`src/rtl/reg_file_seq.sv`:
```
// Self-sequencing register file: reads two operands, waits for the ALU, then writes back.
// Parameters select the data/address widths, the zero-register behaviour and the overflow write-back policy.
module reg_file_seq #(
    parameter int DATA_W   = 4,
    parameter int ADDR_W   = 4,
    parameter int ZERO_REG = 1,
    parameter int OVF_MODE = 0
) (
    input  logic              clk_i,
    input  logic              rst_i,
    input  logic              start_i,
    input  logic [ADDR_W-1:0] rd1_addr_i,
    input  logic [ADDR_W-1:0] rd2_addr_i,
    input  logic [ADDR_W-1:0] wr_addr_i,
    input  logic              reg_write_i,
    input  logic              alu_valid_i,
    input  logic [DATA_W-1:0] alu_result_i,
    input  logic              overflow_i,
    input  logic              clr_ovf_i,
    input  logic [ADDR_W-1:0] dbg_addr_i,
    output logic [DATA_W-1:0] rd1_data_o,
    output logic [DATA_W-1:0] rd2_data_o,
    output logic              rd_valid_o,
    output logic              busy_o,
    output logic              done_o,
    output logic              ovf_sticky_o,
    output logic [DATA_W-1:0] dbg_data_o
);
    localparam int DEPTH = 1 << ADDR_W;

    typedef enum logic [2:0] {IDLE, READ1, READ2, EXEC, WRITE} state_t;

    state_t            state_q, state_d;
    logic [DATA_W-1:0] regs_q [DEPTH];
    logic [ADDR_W-1:0] rd1_q, rd2_q, wr_q;
    logic              we_q, ovf_q;
    logic [DATA_W-1:0] result_q;
    logic [DATA_W-1:0] rd1_data_q, rd2_data_q;
    logic              done_q, sticky_q;
    logic              wr_en;
    logic [DATA_W-1:0] wr_val;
    logic              sticky_set;

    always_ff @(posedge clk_i) begin
        if (rst_i) state_q <= IDLE;
        else       state_q <= state_d;
    end

    always_comb begin
        state_d = state_q;
        case (state_q)
            IDLE:    if (start_i) state_d = READ1;
            READ1:   state_d = READ2;
            READ2:   state_d = EXEC;
            EXEC:    if (alu_valid_i) state_d = WRITE;
            WRITE:   state_d = IDLE;
            default: state_d = IDLE;
        endcase
    end

    // The sticky flag is set on any enabled overflowing write-back, even when the
    // zero register or the hold policy suppresses the actual register update.
    always_comb begin
        wr_en  = (state_q == WRITE) && we_q;
        wr_val = result_q;
        if ((ZERO_REG != 0) && (wr_q == '0)) wr_en = 1'b0;
        if (ovf_q) begin
            if (OVF_MODE == 0)      wr_en  = 1'b0;
            else if (OVF_MODE == 1) wr_val = '1;
        end
        sticky_set = (state_q == WRITE) && we_q && ovf_q;
    end

    always_ff @(posedge clk_i) begin
        if (rst_i) begin
            for (int i = 0; i < DEPTH; i++) regs_q[i] <= DATA_W'(i);
            rd1_q      <= '0;
            rd2_q      <= '0;
            wr_q       <= '0;
            we_q       <= 1'b0;
            ovf_q      <= 1'b0;
            result_q   <= '0;
            rd1_data_q <= '0;
            rd2_data_q <= '0;
            done_q     <= 1'b0;
            sticky_q   <= 1'b0;
        end else begin
            done_q <= (state_q == WRITE);
            case (state_q)
                IDLE: begin
                    if (start_i) begin
                        rd1_q <= rd1_addr_i;
                        rd2_q <= rd2_addr_i;
                        wr_q  <= wr_addr_i;
                        we_q  <= reg_write_i;
                    end
                end
                READ1: rd1_data_q <= regs_q[rd1_q];
                READ2: rd2_data_q <= regs_q[rd2_q];
                EXEC: begin
                    if (alu_valid_i) begin
                        result_q <= alu_result_i;
                        ovf_q    <= overflow_i;
                    end
                end
                default: ;
            endcase
            if (wr_en) regs_q[wr_q] <= wr_val;
            if (sticky_set)     sticky_q <= 1'b1;
            else if (clr_ovf_i) sticky_q <= 1'b0;
        end
    end

    assign rd1_data_o   = rd1_data_q;
    assign rd2_data_o   = rd2_data_q;
    assign rd_valid_o   = (state_q == EXEC);
    assign busy_o       = (state_q != IDLE);
    assign done_o       = done_q;
    assign ovf_sticky_o = sticky_q;
    assign dbg_data_o   = ((ZERO_REG != 0) && (dbg_addr_i == '0)) ? '0 : regs_q[dbg_addr_i];

endmodule

```
`config.mk`:
```
export PLATFORM = sky130hd
export DESIGN_NAME = reg_file_seq
export DESIGN_NICKNAME = d
export VERILOG_FILES = /design/src/rtl/reg_file_seq.sv
export SDC_FILE = /design/constraint.sdc
export NUM_CORES = 1
export LEC_CHECK = 0
export BUFFER_PORTS_ARGS = -buffer_cell sky130_fd_sc_hd__buf_2
export CORE_AREA = 4 4 77 151
export CTS_BUF_LIST = sky130_fd_sc_hd__clkbuf_2
export CTS_CLUSTER_DIAMETER = 120
export DETAILED_ROUTE_END_ITERATION = 6
export DIE_AREA = 0 0 81 155
export GPL_ROUTABILITY_DRIVEN = 1
export HOLD_SLACK_MARGIN = 0.1
export PLACE_DENSITY = 0.67
export SLEW_MARGIN = 20
export SYNTH_ARGS = -nofsm -noshare
export SYNTH_HDL_FRONTEND = slang
export SYNTH_SLANG_ARGS = --single-unit
```
`constraint.sdc`:
```
create_clock -name clk_i -period 5.8 [get_ports clk_i]
set_input_delay 0.58 -clock clk_i [delete_from_list [all_inputs] [get_ports clk_i]]
set_output_delay 0.58 -clock clk_i [all_outputs]
set_load 0.01 [all_outputs]
```
Word level (Yosys, flattened, before mapping):

Memory sizes are Yosys's and may differ from the RTL's. A register that Yosys moved wholly into a read port is not among the register bits.
Cells that the tools add are included.

* register bits: 23
* bits in writable memories: 64
* output and inout port bits: 16
* logic and storage cells: 43
* memories kept: 1

Memory list
* regs_q: words 16, width 4, rd ports 3, clocked after Yosys merged registers in 2, wr ports 16, line 34 `logic [DATA_W-1:0] regs_q [DEPTH];`

* equal/unequal tests: 6
* muxes and demuxes: 16
* reduce and logical (&&, ||, !) cells: 11

Operators with widths (count)
* $mux W4: 3
* $pmux W3 S4: 1
* $mux W1: 10
* $logic_not A4 Y1: 2
* $eq A3 B2 Y1 const B: 2
* $mux W3: 2
* $reduce_and A2 Y1: 3
* $ne A2 B2 Y1 const B: 2
* $reduce_or A4 Y1: 1
* $eq A3 B1 Y1 const B: 1
* $eq A3 B3 Y1 const B: 1
* $logic_not A3 Y1: 1
* $reduce_bool A3 Y1: 1
* $logic_and A1 B1 Y1: 2
* $reduce_bool A2 Y1: 1

Longest topological paths before layout:

* depth in word-level cells: 9
* gate-level depth with buffers: 6

Worst setup path after synthesis:

OpenSTA, ideal clock, no wires.

* path type: input to output
* from: input port dbg_addr_i[0]
* to: output port dbg_data_o[0]
* data arrival time: 2.286 ns
* data required time: 5.220 ns
* slack: 2.934 ns
* cell stages on the path: 4
* path buffers: 2
* path through: clkbuf_1 -> buf_2 -> mux4_2 -> mux4_2

* longest elaborated chain between the ends: 2

Ends and longest elaborated chain
* from (decl): line 20 `input logic [ADDR_W-1:0] dbg_addr_i,`
* $mem_v2 Z16 W4 / $logic_not A4 Y1 (equally long branches)
* $mux W4 *: line 120 `assign dbg_data_o = ((ZERO_REG != 0) && (dbg_addr_i == '0)) ? '0 : regs_q[dbg_addr_i];`
* to (decl): line 27 `output logic [DATA_W-1:0] dbg_data_o`

Every way passes the cells marked *; elsewhere a longest branch is shown, timed or not.

Worst setup path in the final report:

* from: input port dbg_addr_i[0]
* to: output port dbg_data_o[1]

Same word-level chain as after synthesis.

==> parameters.txt <==
Parameter                              Value

Floorplanning
  Width of the chip    81 um
  Area of the core    10500 um2
  I/O pin total    43
  Die Area    12600 um2
  Starting density of the core    49.1%
  Die Y    155 um
  Number of cell rows    53

Route
  Iteration-0 DRC Markers    316
  DR DRC count    0
  Total vias in the final route    3588
  Routed WL    12900 um
  Mean routed wirelength per cell    22.1 um
  Post-detailed-route count of antenna-violating nets    0
  Post-DR vias/cell    6.12
  Length of the first detailed-routing pass in iterations    5

Global routing
  First-pass GRT wire length    20100 um
  Largest net degree at the start of global routing    49
  GR Overflow Total    0
  Overall Global Routing Usage    22.3%
  Number of global-route vias before repair    3661
  Initial antenna violation count    1

Place
  Post-DP HPWL    10300 um
  Worst setup timing slack at the placement stage    2.78 ns
  Placed instance area    5390 um2
  PortBufs    42
  Global placement routability congestion    0.874

Flow run
  Max-cap viol count    0

Power
  Design internal power    0.000887 W
  Leakage    1.77 nW
  Pwr dens    226 nW/um2
  Worst IR Drop VDD    0.000165 V
  Gate power share    13.0%
  Clock network fraction of total power    23.2%
  Net switching fraction of the power    28.4%
  Total power draw    0.00124 W
  Net switching power figure    0.000352 W
  Share of power burned in registers    63.8%

Logic synthesis
  Synth cell count leaders    sky130_fd_sc_hd__edfxtp_1 (64), sky130_fd_sc_hd__nand2_1 (55), sky130_fd_sc_hd__mux4_2 (49), sky130_fd_sc_hd__nor2_1 (48), sky130_fd_sc_hd__dfxtp_1 (31)
  Top cell type's share of synthesized area    37.3%
  Number of flops mapped to enable cells by yosys    64
  Library cell with the largest summed area after synthesis    sky130_fd_sc_hd__edfxtp_1
  Area contributors post-synth    sky130_fd_sc_hd__edfxtp_1 (37%), sky130_fd_sc_hd__mux4_2 (21%), sky130_fd_sc_hd__dfxtp_1 (12%)
  Register bit total from synthesis    95
  Unique cell type count in the Yosys netlist    37
  Synthesized instance count    421
  Async set-reset flop share out of synthesis    0%
  Cell with the most instances after synthesis    sky130_fd_sc_hd__edfxtp_1
  Netlist area before placement    5150 um2
  Share of synthesized area occupied by flip-flops and latches    49.4%
  Mean area per synthesized cell    12.2 um2
  Yosys warning total    0
  Ys flop type    sky130_fd_sc_hd__edfxtp_1

Worst setup path
  Data required, critical path    5.22 ns
  Critical Path End Type    output pin
  Reg-to-reg startpoint    state_q[2]
  Critical setup path kind    primary input to output pin
  Maximum fanout along the worst path    17
  CP Data Arrival Time    2.26 ns
  Worst Setup Start Kind    primary input
  Crit. Startpoint    dbg_addr_i[0]

Clock tree
  Num CTS Buffers    9
  Clock Sinks    95
  Buffers inserted during post-CTS setup optimization    0
  Clock slew at reported path FFs    0.27 ns
  Post-CTS Hold Buffers    0
  Clock Root Buffer    sky130_fd_sc_hd__clkbuf_2
  Clk Latency, worst-skew pair    0.56 ns
  Total of cells resized after clock tree synthesis    0
  Maximum clock path buffer count    2
  H-tree depth reported by CTS    3
  TritonCTS clock tree    yes

Timing
  Portion of the clock cycle consumed by the worst path in the final layout    48.9%
  Number of hold-slack violations in the final timing report    0
  Pins Over Slew Limit    0
  Time the final worst path needs with I/O delays and setup    2.84 ns
  Post-Route Skew    0.0325 ns
  Max_slew headroom    33.4%
  Setup tns final    0 ns
  Slack of the critical path    2.96 ns
  Setup violation total in the final timing report    0
  Worst hold margin    0.203 ns
  Top achievable clock speed    0.352 GHz
  Transition at the pin with the smallest max-transition slack    0.998 ns
  Unrepaired setup endpoints after global routing    no

Worst hold path
  Type of the most critical hold path    primary input to flip-flop
  Startpoint of the worst hold path    rd1_addr_i[1]

Finish
  Layout net count    470
  Total non-filler cell area in the finished layout    5490 um2
  Growth of design area from synthesis to finish    6.61%
  Fraction of final layout cells sized beyond drive strength 1    26.6%

Run status
  Run status    completed
-- worst max-delay path, stage by stage --
cell and delay (ns):
sky130_fd_sc_hd__buf_2 0.41, sky130_fd_sc_hd__mux4_2 0.62, sky130_fd_sc_hd__mux4_2 0.48, sky130_fd_sc_hd__buf_2 0.15
-- layer usage --
layer	share of wire [%]	wire, um	GRT usage (%)	vias up
li1	-	-	-	1614
met1	32	4190	23.1	1736
met2	55	7070	39.5	182
met3	6.0	774	3.88	56
met4	6.9	893	14.8	0
met5	0	0	0	-
-- stage by stage --
stage,util (%),std cells
floorplan,-,424
global placement,51.4,569
detailed placement,51.4,569
CTS,52.4,585
global route,52.4,586
finish,52.4,586
-- power by group through the flow --
| stage | combinational [W] | clock [W] | sequential (W) |
|---|---|---|---|
| 5_1_grt | 0.000174 | 0.000323 | 0.000796 |
| 4_1_cts | 0.000162 | 0.000295 | 0.000790 |
| 6_report | 0.000161 | 0.000288 | 0.000790 |
| 3_5_place_dp | 0.000162 | 0 | 0.000805 |
| 3_3_place_gp | 0.000159 | 0 | 0.000803 |
| 2_1_floorplan | 0.000138 | 0 | 0.000771 |
-- sequential cells by signal, summed over array words and instances, names as in the netlist --
name,flops
regs_q,64
rd1_data_o,4
rd1_q,4
rd2_data_o,4
rd2_q,4
result_q,4
wr_q,4
state_q,3
done_o,1
ovf_q,1
ovf_sticky_o,1
we_q,1
-- final cells by class --
| type | instances | area, um2 |
|---|---|---|
| well taps | 137 | 171 |
| diodes | 1 | 2.50 |
| flip-flops and latches | 95 | 2540 |
| clock buffers | 10 | 50.0 |
| repair buffers | 42 | 210 |
| fillers | 963 | 4990 |
| inverters | 8 | 30.0 |
| multi-input cells | 287 | 2440 |
| clock inverters | 6 | 45.0 |
-- placed cells by master (no fill, tap or decap), types with 5 or more instances in the layout --
master,n
sky130_fd_sc_hd__or3_1,8
sky130_fd_sc_hd__buf_2,42
sky130_fd_sc_hd__nor3_1,5
sky130_fd_sc_hd__a21oi_1,16
sky130_fd_sc_hd__nand2b_1,21
sky130_fd_sc_hd__mux4_2,49
sky130_fd_sc_hd__a211o_1,7
sky130_fd_sc_hd__dfxtp_1,31
sky130_fd_sc_hd__edfxtp_1,64
sky130_fd_sc_hd__nor2_1,48
sky130_fd_sc_hd__nand2_1,55
sky130_fd_sc_hd__clkbuf_2,10
sky130_fd_sc_hd__mux2i_1,19
sky130_fd_sc_hd__and2_1,8
sky130_fd_sc_hd__nor4_1,12
sky130_fd_sc_hd__nor2b_1,5
sky130_fd_sc_hd__inv_1,7
-- worst paths after layout --
kind                   endpoint  slack, ns  cells past startpoint
setup / recovery  dbg_data_o[1]       2.96                      4
hold / removal         rd1_q[1]       0.20                      3
setup reg to reg   regs_q[3][3]       3.31                      4
hold reg to reg    ovf_sticky_o       0.49                      2
-- cell families after synthesis --
group	count (synthesis)	share of synthesized area (%)
DFF	95	49.4
muxes	72	26.0
and+or+nand+nor	183	17.5
buffers and inverters	42	3.50
other	1	0.0729
AOI/OAI and AO/OA	28	3.52
No activity file was read; power rests on OpenSTA's default activity.
